File: src/rtl/seq_div8x4.sv
// Sequential unsigned 8-bit / 4-bit restoring divider, one quotient bit per clock.
// Optional early divide-by-zero completion enabled by macro DIV_ZERO_DETECT_EN.
module seq_div8x4 (
  input  logic       clk,
  input  logic       rst,
  input  logic       start,
  input  logic [7:0] dividend,
  input  logic [3:0] divisor,
  output logic       busy,
  output logic       done,
  output logic [7:0] quotient,
  output logic [3:0] remainder,
  output logic       dz
);

  localparam int unsigned DW = 8;
  localparam int unsigned VW = 4;
  localparam int unsigned RW = VW + 1;
  localparam int unsigned CW = 3;

  typedef enum logic [1:0] {IDLE, CALC, DZERO} state_t;

  state_t        state, state_nxt;
  logic [CW-1:0] cnt, cnt_nxt;
  logic [DW-1:0] q_reg, q_nxt;
  logic [VW-1:0] d_reg, d_nxt;
  logic [RW-1:0] r_reg, r_nxt;
  logic          busy_nxt, done_nxt, dz_nxt;
  logic [DW-1:0] quot_nxt;
  logic [VW-1:0] rem_nxt;

  logic [RW-1:0] r_sh, r_iter;
  logic [DW-1:0] q_iter;
  logic          ge;
  logic          zero_div;

`ifdef DIV_ZERO_DETECT_EN
  assign zero_div = (divisor == VW'(0));
`else
  assign zero_div = 1'b0;
`endif

  // One restoring step: shift in next dividend bit, subtract divisor if it fits
  assign r_sh   = {r_reg[VW-1:0], q_reg[DW-1]};
  assign ge     = (r_sh >= {1'b0, d_reg});
  assign r_iter = ge ? RW'(r_sh - {1'b0, d_reg}) : r_sh;
  assign q_iter = {q_reg[DW-2:0], ge};

  always_ff @(posedge clk) begin
    if (rst) state <= IDLE;
    else     state <= state_nxt;
  end

  always_comb begin
    state_nxt = state;
    case (state)
      IDLE:    if (start) state_nxt = zero_div ? DZERO : CALC;
      CALC:    if (cnt == CW'(7)) state_nxt = IDLE;
      DZERO:   state_nxt = IDLE;
      default: state_nxt = IDLE;
    endcase
  end

  always_comb begin
    cnt_nxt  = cnt;
    q_nxt    = q_reg;
    d_nxt    = d_reg;
    r_nxt    = r_reg;
    busy_nxt = busy;
    done_nxt = 1'b0;
    dz_nxt   = dz;
    quot_nxt = quotient;
    rem_nxt  = remainder;
    case (state)
      IDLE: begin
        if (start) begin
          q_nxt    = dividend;
          d_nxt    = divisor;
          r_nxt    = RW'(0);
          cnt_nxt  = CW'(0);
          busy_nxt = 1'b1;
        end
      end
      CALC: begin
        q_nxt   = q_iter;
        r_nxt   = r_iter;
        cnt_nxt = cnt + CW'(1);
        if (cnt == CW'(7)) begin
          quot_nxt = q_iter;
          rem_nxt  = r_iter[VW-1:0];
          done_nxt = 1'b1;
          busy_nxt = 1'b0;
          dz_nxt   = 1'b0;
        end
      end
      DZERO: begin
        // Dividend is still parked in q_reg; emit the natural algorithm result
        quot_nxt = {DW{1'b1}};
        rem_nxt  = q_reg[VW-1:0];
        dz_nxt   = 1'b1;
        done_nxt = 1'b1;
        busy_nxt = 1'b0;
      end
      default: ;
    endcase
  end

  always_ff @(posedge clk) begin
    if (rst) begin
      cnt       <= CW'(0);
      q_reg     <= DW'(0);
      d_reg     <= VW'(0);
      r_reg     <= RW'(0);
      busy      <= 1'b0;
      done      <= 1'b0;
      dz        <= 1'b0;
      quotient  <= DW'(0);
      remainder <= VW'(0);
    end else begin
      cnt       <= cnt_nxt;
      q_reg     <= q_nxt;
      d_reg     <= d_nxt;
      r_reg     <= r_nxt;
      busy      <= busy_nxt;
      done      <= done_nxt;
      dz        <= dz_nxt;
      quotient  <= quot_nxt;
      remainder <= rem_nxt;
    end
  end

endmodule

File: config.mk
export PLATFORM = sky130hd
export DESIGN_NAME = seq_div8x4
export DESIGN_NICKNAME = d
export VERILOG_FILES = /design/src/rtl/seq_div8x4.sv
export SDC_FILE = /design/constraint.sdc
export NUM_CORES = 1
export LEC_CHECK = 0
export ABC_AREA = 1
export CORE_ASPECT_RATIO = 2
export CORE_UTILIZATION = 50
export DETAILED_ROUTE_END_ITERATION = 10
export GPL_TIMING_DRIVEN = 0
export PLACE_DENSITY = 0.81
export SYNTH_ARGS = -nofsm -noshare
export SYNTH_HDL_FRONTEND = slang
export SYNTH_SLANG_ARGS = --single-unit
File: constraint.sdc
create_clock -name clk -period 4.71 [get_ports clk]
set_clock_uncertainty 0.2 [all_clocks]
set_input_delay 0.7065 -clock clk [delete_from_list [all_inputs] [get_ports clk]]
set_output_delay 0.7065 -clock clk [all_outputs]
set_load 0.01 [all_outputs]
# Word level (Yosys, flattened, before mapping)
# Index checks and enable logic that the tools add are counted.
# word_totals
reg_bits	36
latchBits	0
ramBits	0
rom_bits	0
in_bits	15
output_inout_bits	15
word_cells	47
n_memories	0
# classes
addsub	2
n_mul	0
n_div	0
magnitude_cmp	1
eq_ne	5
n_shift	0
muxes	20
n_bitwise	0
n_reduce_logical	9
# op_table
operator	n
$pmux W8 S2	2
$mux W8	2
$pmux W4 S2	2
$mux W4	3
$reduce_and A2 Y1	4
$pmux W3 S2	1
$ge A5 B4 Y1	1
$mux W2	2
$ne A2 B2 Y1 const B	2
$pmux W1 S2	2
$pmux W2 S2	1
$reduce_bool A2 Y1	2
$sub A4 B4 Y4	1
$add A3 B1 Y3 const B	1
$eq A3 B3 Y1 const B	1
$mux W1	3
$mux W3	1
$pmux W1 S3	1
$reduce_and A3 Y1	1
$reduce_bool A3 Y1	1
$eq A2 B1 Y1 const B	1
$eq A2 B2 Y1 const B	1
$logic_not A2 Y1	1

# Logic depth before layout (Yosys ltp)
# Gate-level depths: netlist (run 1).
# depth
depth_word	4
mapped_depth	11
ltp_nobuf	11

# Worst setup path after synthesis (run 1)
# Ideal clock, no wire load.
# synth_timing
kind	register -> register
startpoint	reg q_reg[7]
endpoint	reg r_reg[2]
setup_time_ps	66
arrival_ps	1317
t_required_ps	4444
path_slack_ps	3127
stages_incl_launch_ff	10
path_buffers	0
synth_period_minus_slack_ps	1583
path_cell_list	dfxtp_1 inv_1 ha_1 inv_1 fa_1 xor2_1 nand2_2 nand2_2 nand2_2 a21oi_2
# synth_between
elab_chain_len	3
elab_cells_between_ends	4
cone_classes	add/sub: 1; order compare: 1; mux: 2
# synth_lines
element	line	text
from (decl)	25	logic [DW-1:0] q_reg, q_nxt;
from (signal assigned)	121	q_reg <= q_nxt;
$sub A4 B4 Y4 or $ge A5 B4 Y1 (tied branches)	46, 45	
$mux W4 *	46	assign r_iter = ge ? RW'(r_sh - {1'b0, d_reg}) : r_sh;
$pmux W4 S2 *	74	case (state)
to (signal assigned)	123	r_reg <= r_nxt;
to (decl)	27	logic [RW-1:0] r_reg, r_nxt;
# Mark *: on every way between the ends. The rest lies on a longest branch, timed or not.
# A chain may end at the register's enable or synchronous reset.

# Worst setup path after layout (run 1)
# layout_timing
startpoint	reg busy
endpoint	out busy
# layout_lines
element	line	text
from (decl)	9	output logic busy,
from (signal assigned)	124	busy <= busy_nxt;
# No word-level cell between the ends.

==> results of run 1 <==
-- cell type report --
type / instances / area, um^2 / area share (%)
multi-input combinational: 126 / 656.9 / 35.07
clock inverter: 2 / 10.01 / 0.5344
inverter: 23 / 86.33 / 4.609
tap: 29 / 36.28 / 1.937
buffer: 8 / 70.07 / 3.741
sequential: 33 / 660.6 / 35.27
timing repair buffer: 28 / 280.3 / 14.96
clock buffer: 6 / 72.57 / 3.874
-- per-layer routing --
metal | share of wire, % | up-vias
met1 | 40 | 580
met3 | 4.0 | 4
li1 | - | 668
met5 | 0 | -
met2 | 54 | 28
met4 | 1.7 | 0
-- per-stage QoR --
stage / hold slack, ns / power, uW / utilization, % / instance area [um^2]
after floorplan: 0.2321 / 416.4 / - / 1474
after global placement: 0.2329 / 453.6 / 64.63 / 1790
after detailed placement: 0.2352 / 457.8 / 64.63 / 1790
after CTS: 0.2501 / 657.3 / 67.62 / 1873
after global routing: 0.2632 / 687.0 / 67.62 / 1873
final: 0.2475 / 655.6 / 67.62 / 1873
-- power groups by stage --
stage          registers (uW)  logic [uW]  clock network (uW)
2_1_floorplan             306         110                   0
3_3_place_gp              308         145                   0
3_5_place_dp              308         149                   0
4_1_cts                   302         150                 205
5_1_grt                   303         169                 215
6_report                  302         150                 203
-- worst paths after layout --
check | depth (start not counted) | startpoint | slack [ns] | endpoint
setup / recovery | 1 | busy | 2.64 | busy
hold / removal | 2 | remainder[2] | 0.25 | remainder[2]
setup reg to reg | 9 | q_reg[7] | 2.96 | r_reg[2]
hold reg to reg | 2 | remainder[2] | 0.25 | remainder[2]
-- Yosys cell counts, drive strengths merged --
master  instances
a22o            3
a21oi          12
nand3b          1
o221ai          1
nand3          12
fa              1
nand2          66
conb            1
nor3            1
nand4           1
ha              6
dfxtp          33
o21ai          10
xor2            1
a22oi           2
buf             8
inv            23
nor2            8
-- cells by family (layout without fill, tap and decap cells) --
logic type	Yosys count	count (layout)	synth area share [%]
flops	33	33	44.82
xor+xnor	1	1	0.5943
compound gates	28	28	11.38
buf+inv	31	67	10.61
simple gates	89	89	25.89
fa+ha+maj	7	7	6.452
other cells	1	1	0.2544
-- layout by cell type (no fill, tap or decap), types with 2 or more instances in the layout --
| cell type | instances |
|---|---|
| inv_2 | 2 |
| buf_6 | 4 |
| ha_1 | 6 |
| a22o_1 | 3 |
| buf_4 | 2 |
| clkinv_2 | 2 |
| buf_2 | 2 |
| nor2_1 | 7 |
| nand2_2 | 6 |
| a22oi_1 | 2 |
| nand3_1 | 12 |
| clkdlybuf4s50_1 | 28 |
| a21oi_1 | 11 |
| inv_1 | 21 |
| o21ai_0 | 9 |
| nand2_1 | 59 |
| dfxtp_1 | 33 |
| clkbuf_8 | 5 |
==> metrics, run 1 <==
outcome=finished clean; Distinct cells, synth=26; Top Family by Delay on Critical Path=buffers and inverters; Lkg Pwr=between 0.0008 and 0.0009 uW; wire length per cell=~12 um; met1 Usage GRT=between 20 and 25%; Area growth, synth to finish=27.08%; RSZ-0062 raised after global routing=no; Worst setup EP type=output port; Die X=40.39 um; CTS clk-pin slew, worst paths=approximately 0.070 ns; post-CTS sizing=0; number of CTS-inserted buffers=5; slowest stage delay, CP=around 0.54 ns; worst hold-check path type=reg2reg; clk sinks=33; Pins Over Slew Limit=0; Setup CP Type=reg2out; Clock Power Share=a little under a third; Congestion Overflow GR=0; CTS Hold Buffers Added=0; first-pass GRT wire length=between 4000 and 5000 um; via count=1,280; leading area contributor after synthesis=dfxtp_1; hpwl dp=between 2000 and 2500 um; DRT iter0 DRCs=31; Seq pwr share=a little under half; GP Congestion=0.7706; H-tree Lvls=2; Ports=30; CP max-delay cell=clkdlybuf4s50_1; Mapped Area=between 1000 and 1500 um^2; Yosys top cell area share=44.82%; Max VDD drop=0.0003682 V; die area=~3200 um^2; setup TNS=0 ns; vias in the first global route=approximately 1,200; PD cells=350.0 nW/um^2; GR Util met2=roughly 39%; worst path bufs/invs=1; Avg Inst Size Synth=approximately 7.8 um^2; syn_nets=around 210; # Post-CTS Setup Buffers=0; largest net degree at the start of global routing=11; Comb power frac=between 20 and 25%; sw power=between 200 and 250 uW; Port Buffers=28; Crit Path Max Fanout=2; Sw Ratio=about 31%; Layout Nets=247; crit-path cells=clkdlybuf4s50_1; die height=between 70 and 80 um; final setup fails=0; min cycle time layout=~2.1 ns; DR pass1 iterations=4; Tot GR Track Use=22.03%; Worst setup SP type=flip-flop; Placed Instances=around 250; DR vias/cell=~5; Int Pwr=around 450 uW; Period Utilization, post-route=44.04%; WP data required=3.80 ns; register area share after synthesis=about 45%; CTS root buffer=clkbuf_8; slack of the critical path=2.636 ns; fill count=approximately 230; CTS Buffer Depth=2; drc violations=0; met3 GRT Util=under 10%; Fmax achieved=0.4821 GHz; ranking of synthesized cells by area=dfxtp_1 45%, nand2_1 15%, inv_1 5.3%; Gate Count Post-Synth=between 150 and 200; FP Rows=27; Worst Path Arrival=approximately 1.2 ns; antenna violations before repair=0; Ys Warns=0; Top Usage Layer GRT=met2; Final ANT Viol Nets=0; max cap viols=0; CTS tree=yes; ANT cells=0; Non-Filler Instances=about 260; layout cells sized above 1=approximately an eighth; wirelength, routed=between 3000 and 4000 um; CORE AREA=about 2800 um^2; Clk Latency, worst-skew pair=about 0.28 ns; worst slack, placed=~2.6 ns; final-report hold violation count=0; FF+latch count, synth=33; Initial Util=53.21%
Power figures use the tool's default switching activity.
==> inputs of run 2 (changes only) <==
- CORE_UTILIZATION: 50 -> 45
- PLACE_DENSITY: 0.81 -> 0.77
- clock period: 4.71 -> 1.65 ns (I/O delays scaled with it)
==> metrics, run 2 (synthesis results as in run 1) <==
outcome=complete, but fails checks; failing checks=setup timing; Initial Util=46.69%; Worst setup SP type=flip-flop; most frequent cells in the layout=56 x nand2_1, 25 x dfxtp_1, 24 x clkdlybuf4s50_1, 16 x inv_1, 10 x nand3_1; hpwl dp=between 2000 and 2500 um; Area growth, synth to finish=42.27%; CTS root buffer=clkbuf_8; via count=roughly 1,300; CTS Buffer Depth=2; Port Buffers=28; worst hold-check path type=reg2reg; WP data required=approximately 1.7 ns; crit path to=r_reg[1]; ANT cells=0; final-report hold violation count=0; final non-filler cell area=~2100 um^2; Worst Path Arrival=~1.7 ns; Placed Instances=249; antenna violations before repair=0; Crit Path Max Fanout=2; fill count=~260; reg-to-reg startpoint=q_reg[7]; Clk Latency, worst-skew pair=0.29 ns; number of CTS-inserted buffers=5; most common cell after layout, fill and taps aside=nand2_1; FP Rows=29; vias in the first global route=1,330; largest net degree at the start of global routing=12; Worst setup EP type=flip-flop; GP Congestion=roughly 0.8; Fmax achieved=0.6047 GHz; wirelength, routed=3181 um; worst slack, placed=-0.05860 ns; Tot GR Track Use=20.54%; drc violations=0; layout cells sized above 1=roughly a quarter; Max VDD drop=0.0009341 V; CTS clk-pin slew, worst paths=0.07 ns; Lkg Pwr=0.001003 uW; CORE AREA=between 3000 and 4000 um^2; H-tree Lvls=2; Ports=30; max cap viols=0; CTS Hold Buffers Added=0; Layout Nets=roughly 250; CTS tree=yes; DRT iter0 DRCs=31; DR vias/cell=between 5 and 6; Placed Instance Area=1793 um^2; slack of the critical path=-0.003640 ns; Final ANT Viol Nets=0; final setup fails=1; Non-Filler Instances=about 260; reg2reg path depth=8; reg-to-reg endpoint=r_reg[1]; crit path launch=q_reg[7]; area of the multi-input gates=approximately 750 um^2; Pins Over Slew Limit=0; min cycle time layout=between 1.5 and 2 ns; DR pass1 iterations=4; Hold Crit Start=quotient[4]; clk sinks=33; PD cells=around 1100 nW/um^2; wire length per cell=between 10 and 15 um; Congestion Overflow GR=0; RSZ-0062 raised after global routing=yes; first-pass GRT wire length=approximately 5600 um; FF+latch area=673.1 um^2; Setup CP Type=reg2reg; Period Utilization, post-route=100.2%; die height=82.94 um; reg-to-reg slack, setup=-0.004 ns; die area=3522 um^2; Die X=between 40 and 50 um
-- run 2: cell types whose count changed in the layout (fill, tap and decap cells not counted), sizes merged --
cell           delta
bufinv            +2
clkdlybuf4s50     -4
dlymetal6s2s      +4
buf               +6
clkinv            -1
-- run 2: worst max-delay path: stages (launching register included) --
cell,delay [ns]
dfxtp_2,0.32
inv_2,0.08
ha_4,0.13
inv_2,0.04
fa_2,0.52
inv_1,0.05
nand2_2,0.08
nand3_2,0.07
a21oi_2,0.11
-- run 2: area by class of cell --
class	count	share of cell area (%)
Clock buffer	5	3.282
Clock inverter	3	3.103
Buffer	8	3.640
Multi-Input combinational cell	126	35.56
Timing Repair Buffer	35	16.35
Inverter	23	4.117
Sequential cell	33	32.10
Tap cell	31	1.850
-- run 2: metal layers --
| layer | vias to the layer above | routed length, um | part of all wire [%] | global-route usage (%) |
|---|---|---|---|---|
| li1 | 685 | - | - | - |
| met5 | - | 0 | 0 | 0 |
| met4 | 0 | 82 | 2.6 | 12.50 |
| met2 | 22 | 1732 | 54 | 36.78 |
| met3 | 8 | 68 | 2.1 | 3.696 |
| met1 | 608 | 1297 | 41 | 20.80 |
-- run 2: how the worst min path moves through the flow --
stage / slack (ns) / depth (start not counted) / to
after floorplan: 0.21 / 2 / d_reg[0]
after global placement: 0.23 / 2 / quotient[4]
after detailed placement: 0.23 / 2 / quotient[4]
after CTS: 0.25 / 2 / quotient[4]
after global routing: 0.28 / 2 / quotient[3]
final: 0.24 / 2 / quotient[4]
-- run 2: through the flow --
| step | TNS [ns] | util (%) | total power (uW) | hold WS, ns |
|---|---|---|---|---|
| 5_1_grt | -0.3329 | 66.43 | 2416 | 0.2796 |
| 4_1_cts | 0 | 62.90 | 2230 | 0.2480 |
| 3_3_place_gp | -0.07491 | 56.80 | 1288 | 0.2336 |
| 3_5_place_dp | -0.1910 | 56.80 | 1297 | 0.2330 |
| 2_1_floorplan | 0 | - | 1189 | 0.2120 |
| 6_report | -0.003640 | 66.43 | 2311 | 0.2439 |
-- run 2: report_power, final --
group          switching (uW)  internal (uW)
clock                     301            600
combinational             296            241
sequential               33.4            841
-- run 2: what timing repair did --
action / in CTS / in global routing
cloned: 0 / 0
setup buffers: 2 / 5
setup endpoints to repair: 8 / 21
resized for setup: 10 / 26
pin swaps: 4 / 12
==> inputs of run 3 (changes only) <==
- TNS_END_PERCENT: unset -> 100
==> results of run 3 <==
The final DEF is identical to that of run 2; final timing and power are the same.
